==> config.mk <==
export PLATFORM = sky130hd
export DESIGN_NAME = rx_serial_7e1_flat
export DESIGN_NICKNAME = d
export VERILOG_FILES = /design/src/rtl/rx_serial_7e1_pkg.sv /design/src/rtl/rx_serial_7e1_if.sv /design/src/rtl/rx_serial_7e1_tick.sv /design/src/rtl/rx_serial_7e1.sv /design/src/flat_wrapper.sv
export SDC_FILE = /design/constraint.sdc
export NUM_CORES = 1
export LEC_CHECK = 0
export BUFFER_PORTS_ARGS = -buffer_cell sky130_fd_sc_hd__buf_2
export CAP_MARGIN = 20
export CORE_UTILIZATION = 61
export CTS_CLUSTER_DIAMETER = 60
export DETAILED_ROUTE_END_ITERATION = 6
export GPL_TIMING_DRIVEN = 1
export MAX_ROUTING_LAYER = met4
export PLACE_DENSITY = 0.83
export SYNTH_ARGS = -nofsm -noshare
export SYNTH_HDL_FRONTEND = slang
export SYNTH_SLANG_ARGS = --single-unit
==> constraint.sdc <==
create_clock -name clock -period 4.5 [get_ports clock]
set_input_delay 0.45 -clock clock [delete_from_list [all_inputs] [get_ports clock]]
set_output_delay 0.45 -clock clock [all_outputs]
set_load 0.01 [all_outputs]
==> src/rtl/rx_serial_7e1_pkg.sv <==
// rtl/rx_serial_7e1_pkg.sv - shared constants, state codes and 7-segment encoder for the 7E1 receiver
package rx_serial_7e1_pkg;

    localparam int DATA_BITS    = 7;
    localparam bit PARITY_EVEN  = 1'b1;
    localparam int BAUD_DIV_DEF = 434;

    typedef enum logic [3:0] {
        IDLE   = 4'd0,
        START  = 4'd1,
        DATA   = 4'd2,
        PARITY = 4'd3,
        STOP   = 4'd4,
        DONE   = 4'd5
    } state_t;

    // Active-low gfedcba pattern for a hex digit.
    function automatic logic [6:0] seg7_code(input logic [3:0] v);
        logic [6:0] seg;
        case (v)
            4'h0:    seg = 7'h3F;
            4'h1:    seg = 7'h06;
            4'h2:    seg = 7'h5B;
            4'h3:    seg = 7'h4F;
            4'h4:    seg = 7'h66;
            4'h5:    seg = 7'h6D;
            4'h6:    seg = 7'h7D;
            4'h7:    seg = 7'h07;
            4'h8:    seg = 7'h7F;
            4'h9:    seg = 7'h6F;
            4'hA:    seg = 7'h77;
            4'hB:    seg = 7'h7C;
            4'hC:    seg = 7'h39;
            4'hD:    seg = 7'h5E;
            4'hE:    seg = 7'h79;
            default: seg = 7'h71;
        endcase
        return ~seg;
    endfunction

endpackage

==> src/rtl/rx_serial_7e1_if.sv <==
// rtl/rx_serial_7e1_if.sv - serial line, consumer handshake and status bundle of the 7E1 receiver
interface rx_serial_7e1_if;
    logic       dado_serial;
    logic       recebe_dado;
    logic [6:0] dados_ascii;
    logic       pronto;
    logic       tem_dado;
    logic       erro_paridade;
    logic       erro_stop;
    logic       sobrescrita;
    logic [6:0] db_estado;

    modport master (
        output dado_serial, recebe_dado,
        input  dados_ascii, pronto, tem_dado, erro_paridade, erro_stop, sobrescrita, db_estado
    );

    modport slave (
        input  dado_serial, recebe_dado,
        output dados_ascii, pronto, tem_dado, erro_paridade, erro_stop, sobrescrita, db_estado
    );
endinterface

==> src/rtl/rx_serial_7e1_tick.sv <==
// rtl/rx_serial_7e1_tick.sv - bit timer with mid-bit and end-of-bit strobes
module rx_tick_gen #(
    parameter int BAUD_DIV = 434,
    parameter int HALF_DIV = BAUD_DIV / 2
) (
    input  logic clock,
    input  logic reset,
    input  logic i_clear,
    output logic o_meio_bit,
    output logic o_fim_bit
);
    localparam int CW = $clog2(BAUD_DIV);

    logic [CW-1:0] r_count;

    always_ff @(posedge clock) begin
        if (reset || i_clear)
            r_count <= '0;
        else if (r_count == CW'(BAUD_DIV - 1))
            r_count <= '0;
        else
            r_count <= r_count + 1'b1;
    end

    assign o_meio_bit = (r_count == CW'(HALF_DIV - 1));
    assign o_fim_bit  = (r_count == CW'(BAUD_DIV - 1));
endmodule

==> src/rtl/rx_serial_7e1.sv <==
// rtl/rx_serial_7e1.sv - 7E1 serial receiver: synchronizer, frame FSM, result and handshake registers
module rx_serial_7e1
    import rx_serial_7e1_pkg::*;
#(
    parameter int BAUD_DIV = BAUD_DIV_DEF,
    parameter int HALF_DIV = BAUD_DIV / 2
) (
    input  logic          clock,
    input  logic          reset,
    rx_serial_7e1_if.slave bus
);
    logic       r_sync1, r_sync2;
    state_t     r_state, w_next;
    logic [2:0] r_bit_idx;
    logic [6:0] r_shift;
    logic       r_par, r_stop;
    logic [6:0] r_dados;
    logic       r_tem, r_erro_par, r_erro_stop, r_sob;
    logic       w_s_rx, w_meio, w_fim, w_clear, w_pronto;

    always_ff @(posedge clock) begin
        if (reset) begin
            r_sync1 <= 1'b1;
            r_sync2 <= 1'b1;
        end else begin
            r_sync1 <= bus.dado_serial;
            r_sync2 <= r_sync1;
        end
    end
    assign w_s_rx = r_sync2;

    rx_tick_gen #(.BAUD_DIV(BAUD_DIV), .HALF_DIV(HALF_DIV)) u_tick (
        .clock      (clock),
        .reset      (reset),
        .i_clear    (w_clear),
        .o_meio_bit (w_meio),
        .o_fim_bit  (w_fim)
    );

    always_ff @(posedge clock) begin
        if (reset)
            r_state <= IDLE;
        else
            r_state <= w_next;
    end

    always_comb begin
        w_next = r_state;
        case (r_state)
            IDLE:    if (!w_s_rx) w_next = START;
            START:   if (w_meio) w_next = w_s_rx ? IDLE : DATA;
            DATA:    if (w_fim && r_bit_idx == 3'(DATA_BITS - 1)) w_next = PARITY;
            PARITY:  if (w_fim) w_next = STOP;
            STOP:    if (w_fim) w_next = DONE;
            DONE:    w_next = IDLE;
            default: w_next = IDLE;
        endcase
    end

    // Timer is held at zero while idle and realigned to bit boundaries once the start bit is confirmed.
    always_comb begin
        w_clear  = (r_state == IDLE) || (r_state == START && w_meio && !w_s_rx);
        w_pronto = (r_state == DONE);
    end

    always_ff @(posedge clock) begin
        if (reset) begin
            r_shift   <= '0;
            r_bit_idx <= '0;
            r_par     <= 1'b0;
            r_stop    <= 1'b0;
        end else begin
            case (r_state)
                START:  if (w_meio) r_bit_idx <= '0;
                DATA:   if (w_fim) begin
                            r_shift   <= {w_s_rx, r_shift[6:1]};
                            r_bit_idx <= r_bit_idx + 1'b1;
                        end
                PARITY: if (w_fim) r_par  <= w_s_rx;
                STOP:   if (w_fim) r_stop <= w_s_rx;
                default: ;
            endcase
        end
    end

    // A completing frame takes priority over a same-cycle acknowledge.
    always_ff @(posedge clock) begin
        if (reset) begin
            r_dados     <= '0;
            r_tem       <= 1'b0;
            r_erro_par  <= 1'b0;
            r_erro_stop <= 1'b0;
            r_sob       <= 1'b0;
        end else if (r_state == DONE) begin
            r_dados     <= r_shift;
            r_erro_par  <= (^{r_shift, r_par}) ^ !PARITY_EVEN;
            r_erro_stop <= ~r_stop;
            r_tem       <= 1'b1;
            if (bus.recebe_dado)
                r_sob <= 1'b0;
            else if (r_tem)
                r_sob <= 1'b1;
        end else if (bus.recebe_dado) begin
            r_tem <= 1'b0;
            r_sob <= 1'b0;
        end
    end

    assign bus.dados_ascii   = r_dados;
    assign bus.pronto        = w_pronto;
    assign bus.tem_dado      = r_tem;
    assign bus.erro_paridade = r_erro_par;
    assign bus.erro_stop     = r_erro_stop;
    assign bus.sobrescrita   = r_sob;
    assign bus.db_estado     = seg7_code(r_state);
endmodule

==> src/flat_wrapper.sv <==
// flat-port wrapper written by rule: the top's interface ports become plain ports
module rx_serial_7e1_flat import rx_serial_7e1_pkg::*;
#(
    parameter int BAUD_DIV = BAUD_DIV_DEF,
    parameter int HALF_DIV = BAUD_DIV / 2
)
  (clock, reset, bus_dado_serial, bus_recebe_dado, bus_dados_ascii, bus_pronto, bus_tem_dado, bus_erro_paridade, bus_erro_stop, bus_sobrescrita, bus_db_estado);
  rx_serial_7e1_if bus_i ();
  input  logic clock;
  input  logic reset;
  input wire logic [$bits(bus_i.dado_serial)-1:0] bus_dado_serial;
  input wire logic [$bits(bus_i.recebe_dado)-1:0] bus_recebe_dado;
  output wire logic [$bits(bus_i.dados_ascii)-1:0] bus_dados_ascii;
  output wire logic [$bits(bus_i.pronto)-1:0] bus_pronto;
  output wire logic [$bits(bus_i.tem_dado)-1:0] bus_tem_dado;
  output wire logic [$bits(bus_i.erro_paridade)-1:0] bus_erro_paridade;
  output wire logic [$bits(bus_i.erro_stop)-1:0] bus_erro_stop;
  output wire logic [$bits(bus_i.sobrescrita)-1:0] bus_sobrescrita;
  output wire logic [$bits(bus_i.db_estado)-1:0] bus_db_estado;
  assign bus_i.dado_serial = bus_dado_serial;
  assign bus_i.recebe_dado = bus_recebe_dado;
  assign bus_dados_ascii = bus_i.dados_ascii;
  assign bus_pronto = bus_i.pronto;
  assign bus_tem_dado = bus_i.tem_dado;
  assign bus_erro_paridade = bus_i.erro_paridade;
  assign bus_erro_stop = bus_i.erro_stop;
  assign bus_sobrescrita = bus_i.sobrescrita;
  assign bus_db_estado = bus_i.db_estado;
  rx_serial_7e1 #(.BAUD_DIV(BAUD_DIV), .HALF_DIV(HALF_DIV)) u_core (.clock(clock), .reset(reset), .bus(bus_i));
endmodule
==> run_results.csv, run 1 <==
group,metric,value,unit
run_status,status,"completed",
min_path,min_from,"bus_recebe_dado",
clocking,clock_sinks,44,
worst_setup_path,crit_chain,"nand3b_1, inv_1, buf_2",
finish,register_area,881,sq um
placement,numPortBuffers,22,
sta,worst_slack,2.14,ns
clocking,clockRootBuffer,"clkbuf_4",
worst_setup_path,end_kind,"output pin",
worst_setup_path,critPathSlowestCell,"dfxtp_1",
detailed_routing,drc,0,
logic_synthesis,async_flop_share,0,
finish,mostFrequentLayoutCells,"dfxtp_1 (44), nor2_1 (27), buf_2 (22)",
sta,clock_skew,0.0183,ns
finish,final_layout_size_suffix_gt1_frac,0.167,
finish,nets,252,
clocking,cts_tree,"done",
logic_synthesis,ys_seq_area_frac,0.436,
clocking,ctsHoldBuffers,0,
logic_synthesis,synth_area_leaders,"dfxtp_1 (44%), ha_1 (6.2%), xnor2_1 (6.1%), mux2i_1 (5.5%), nor2_1 (5.0%)",
die,io_pins,23,
finish,multi_input_area,1020,sq um
die,dieArea,3540,sq um
grt,grt_pass1_wl,5.31,mm
grt,track_usage,0.209,
clocking,clk_path_buf_depth,2,
placement,gp_congestion,0.841,
placement,postPlaceCellArea,2130,sq um
power,power_density,302,nW/um^2
finish,final_cell_area,2210,sq um
worst_setup_path,r2r_start,"u_core.r_state[0]",
die,core_area,3100,sq um
placement,dp.final_hpwl,2.31,mm
logic_synthesis,synth.avg_cell_area,9.18,sq um
worst_setup_path,critPathRequiredTime,4.05,ns
job,maxCapViolCount,0,
detailed_routing,via_count,1451,
clocking,cts_setup_buffers,0,
worst_setup_path,cp_num_buf_inv,2,
min_path,whs_path_depth,2,
worst_setup_path,r2r_cells,6,
detailed_routing,routedWlPerCell,11.6,um
finish,final_common_cell,"dfxtp_1",
logic_synthesis,yosys.area.top_type_share,0.436,
finish,diodes,0,
clocking,clkLatencyLatePin,0.37,ns
sta,finalSetupViolations,0,
worst_setup_path,r2r_setup_slack,2.29,ns
detailed_routing,viasPerCell,5.13,
logic_synthesis,synth_edf_count,0,
power,ir_drop,0.249,mV
die,row_count,20,
min_path,hp-class,"in -> reg",
grt,grt_antenna_before_repair,0,
sta,fin_crit_sh,0.525,
sta,period_needed,2.36,ns
finish,fillers,258,
logic_synthesis,synth_cell_types,44,
die,start_util,0.651,
sta,hold_violations,0,
detailed_routing,drtAntennaViolNets,0,
worst_setup_path,crit_fanout,11,
logic_synthesis,ys_seq_elements,44,
die,die_w,59.5,um
clocking,htree_levels,2,
detailed_routing,drt-initial-drc-count,71,
clocking,cts_buffers,5,
clocking,ctsResizeCount,0,
sta,slew_headroom,0.612,
die,die_h,59.5,um
logic_synthesis,ys.flop_type,"dfxtp_1",
sta,rsz0062_at_grt,"no",
worst_setup_path,crit_arrival,1.91,ns
detailed_routing,wl,3.27,mm
power,leakage,0.938,nW
logic_synthesis,yosysWarnings,0,
sta,tns,0,ns
worst_setup_path,crit_type,"reg -> out",
finish,syn_to_final_growth,9.48,%
grt,grt_overflow,0,
finish,utilization,0.713,
clocking,clk_pin_slew,0.12,ns
worst_setup_path,critical_path.top_delay_family,"buffers and inverters",
logic_synthesis,syn_area,2020,sq um
sta,worstMarginPinSlew,0.583,ns
logic_synthesis,synthesis.nets,234,
logic_synthesis,synth_cells,220,
worst_setup_path,max_stage_delay,0.56,ns
logic_synthesis,synth_largest_area_cell,"dfxtp_1",
grt,grt_pass1_vias,1226,
worst_setup_path,start_kind,"flip-flop",
sta,final_max_slew_viol_count,0,
placement,pre_cts_ws,2.38,ns
sta,whs,0.247,ns
sta,fmax,423,MHz
min_path,hold_end,"u_core.bus.sobrescrita",
grt,grt_max_degree,35,
detailed_routing,first_pass_iters,4,
==> worst max-delay path by stage <==
stage / depth (start not counted) / startpoint / endpoint
detailed placement: 6 / u_core.r_state[0] / flip-flop
global route: 3 / u_core.r_state[0] / bus_pronto
CTS: 3 / u_core.r_state[0] / bus_pronto
global placement: 9 / u_core.u_tick.r_count[0] / flip-flop
floorplan: 9 / u_core.u_tick.r_count[0] / flip-flop
finish: 3 / u_core.r_state[0] / bus_pronto
==> cells in the mapped netlist (all sizes together) (3+ instances only) <==
cell,instances
xnor2,14
dfxtp,44
nand3,8
nand2,19
or2,3
nor3b,3
nand2b,3
nor2,27
nand4,3
buf,5
mux2i,11
inv,17
a21oi,15
clkbuf,6
nor3,5
ha,10
==> metrics by stage <==
stage,total power [mW],std cells
CTS,0.672,283
finish,0.667,283
global placement,0.426,275
global route,0.693,283
detailed placement,0.427,275
floorplan,0.421,220
==> metal layers <==
layer	GRT usage	vias up	share of wire
met1	0.269	643	0.49
li1	-	770	-
met3	0.0524	7	0.039
met5	-	-	0
met4	0.106	0	0.021
met2	0.303	31	0.45
==> kinds of logic (layout without fill, tap and decap cells) <==
logic type | count (synthesis) | in the layout | synth area share
compound gates | 28 | 28 | 0.0917
xor+xnor | 16 | 16 | 0.0694
fa+ha+maj | 10 | 10 | 0.0620
buf+inv | 28 | 47 | 0.0607
flops | 44 | 44 | 0.436
mux | 12 | 12 | 0.0620
simple gates | 82 | 82 | 0.218
==> layout make-up <==
cell class / instances / area share
flip-flops and latches: 44 / 0.398
clock inverters: 3 / 0.0215
multi-input cells: 148 / 0.460
inverters: 17 / 0.0289
clock buffers: 5 / 0.0170
repair buffers: 22 / 0.0498
well taps: 44 / 0.0249
==> power by group <==
| part | switching (mW) | total, mW | internal (mW) |
|---|---|---|---|
| clock | 0.131 | 0.250 | 0.119 |
| combinational | 0.0128 | 0.0210 | 0.00823 |
| sequential | 0.00320 | 0.397 | 0.393 |
| total | 0.147 | 0.667 | 0.520 |
Power figures use the tool's default switching activity.
==> inputs of run 2 (changes only) <==
CORE_UTILIZATION = 57   (was 61)
PLACE_DENSITY = 0.78   (was 0.83)
clock period = 2.35 ns   (was 4.5 ns; I/O delays follow)
==> run 2 against run 1 <==
Compared with the run above:
- sequential power is 91% higher
- critical path depth is 6 higher
- final area is 1.6% higher
- largest power group unchanged
- clock skew decreased by 0.012 ns
- wire length decreased by 1.4%
==> run_results.csv, run 2 (same netlist as run 1, synthesis figures left out) <==
group,metric,value,unit
run_status,status,"completed",
finish,final_common_cell,"dfxtp_1",
sta,slew_headroom,0.746,
finish,syn_to_final_growth,11.2,%
sta,fmax,464,MHz
power,leakage,0.957,nW
detailed_routing,drt-initial-drc-count,45,
die,row_count,21,
job,maxCapViolCount,0,
worst_setup_path,end_kind,"flip-flop",
clocking,cts_setup_buffers,0,
worst_setup_path,critPathRequiredTime,2.58,ns
worst_setup_path,crit_fanout,6,
finish,nets,255,
worst_setup_path,cp_num_buf_inv,1,
grt,grt_max_degree,28,
sta,hold_violations,0,
finish,mostFrequentLayoutCells,"dfxtp_1 (44), nor2_1 (27), buf_2 (22)",
clocking,htree_levels,2,
sta,fin_crit_sh,0.918,
finish,diodes,0,
sta,tns,0,ns
die,die_h,61.5,um
detailed_routing,routedWlPerCell,11.2,um
placement,gp_congestion,0.900,
worst_setup_path,crit_arrival,2.39,ns
grt,grt_antenna_before_repair,0,
clocking,clock_sinks,44,
die,io_pins,23,
clocking,cts_tree,"done",
sta,final_max_slew_viol_count,0,
placement,dp.final_hpwl,2.30,mm
detailed_routing,wl,3.23,mm
die,start_util,0.600,
worst_setup_path,crit_chain,"inv_1, ha_1, and4bb_2, nand2_1, o211ai_1, o21a_1, ha_1, a21boi_0, a311o_1",
grt,grt_pass1_vias,1340,
sta,period_needed,2.16,ns
placement,numPortBuffers,22,
clocking,clockRootBuffer,"clkbuf_4",
detailed_routing,via_count,1487,
placement,postPlaceCellArea,2150,sq um
detailed_routing,first_pass_iters,4,
min_path,hp-class,"in -> reg",
die,dieArea,3780,sq um
grt,grt_pass1_wl,5.53,mm
grt,track_usage,0.204,
worst_setup_path,critical_path.top_delay_family,"compound AO/OA/AOI/OAI gates",
clocking,clkLatencyLatePin,0.34,ns
sta,clock_skew,0.00637,ns
worst_setup_path,startpoint,"u_core.u_tick.r_count[0]",
clocking,cts_buffers,5,
clocking,clk_path_buf_depth,2,
die,core_area,3360,sq um
grt,grt_overflow,0,
detailed_routing,drtAntennaViolNets,0,
worst_setup_path,crit_type,"reg -> reg",
detailed_routing,viasPerCell,5.16,
detailed_routing,drc,0,
worst_setup_path,cpMostUsedCell,"ha_1",
clocking,ctsResizeCount,0,
sta,whs,0.0492,ns
finish,final_layout_size_suffix_gt1_frac,0.178,
sta,finalSetupViolations,0,
sta,worstMarginPinSlew,0.381,ns
worst_setup_path,critPathSlowestCell,"dfxtp_1",
power,power_density,585,nW/um^2
worst_setup_path,start_kind,"flip-flop",
worst_setup_path,max_stage_delay,0.44,ns
finish,utilization,0.668,
finish,final_cell_area,2250,sq um
die,die_w,61.5,um
clocking,clk_pin_slew,0.12,ns
power,ir_drop,0.465,mV
sta,rsz0062_at_grt,"no",
min_path,min_from,"bus_recebe_dado",
clocking,ctsHoldBuffers,0,
worst_setup_path,r2r_start,"u_core.u_tick.r_count[0]",
==> run 2: cell types whose count changed in the layout (fill, tap and decap cells not counted), sizes merged <==
cell and delta:
clkbuf +2, buf +3, clkinv -2
==> run 2: area by class of cell <==
cell class                      instances  area (sq um)
Clock buffer                            7          65.1
Clock inverter                          1          30.0
Multi-Input combinational cell        148          1020
Inverter                               17          63.8
Tap cell                               46          57.6
Fill cell                             300          1120
Sequential cell                        44           881
Timing Repair Buffer                   25           133
==> run 2: per-layer routing <==
metal	global-route usage	up-vias	share of wire
li1	-	776	-
met1	0.249	688	0.52
met2	0.324	18	0.44
met3	0.0630	5	0.024
met4	0.0571	0	0.013
met5	-	-	0
==> run 2: worst paths after layout <==
| path | endpoint | slack, ns | depth (start not counted) |
|---|---|---|---|
| min | u_core.bus.sobrescrita | 0.05 | 2 |
| max reg2reg | flip-flop | 0.19 | 9 |
| min reg2reg | u_core.r_sync2 | 0.43 | 1 |
| max | flip-flop | 0.19 | 9 |
==> run 2: per-stage QoR <==
stage               setup WS [ns]  total power [mW]  instances
floorplan                   0.409             0.806        220
global placement            0.305             0.817        280
detailed placement          0.220             0.818        280
CTS                         0.196              1.33        288
global route               0.0115              1.38        288
finish                      0.193              1.31        288
==> run 2: power breakdown <==
part / leakage (nW) / switching, mW / internal (mW)
logic: 0.550 / 0.0250 / 0.0168
clock network: 0.0515 / 0.230 / 0.283
registers: 0.356 / 0.00603 / 0.753
total: 0.957 / 0.262 / 1.05
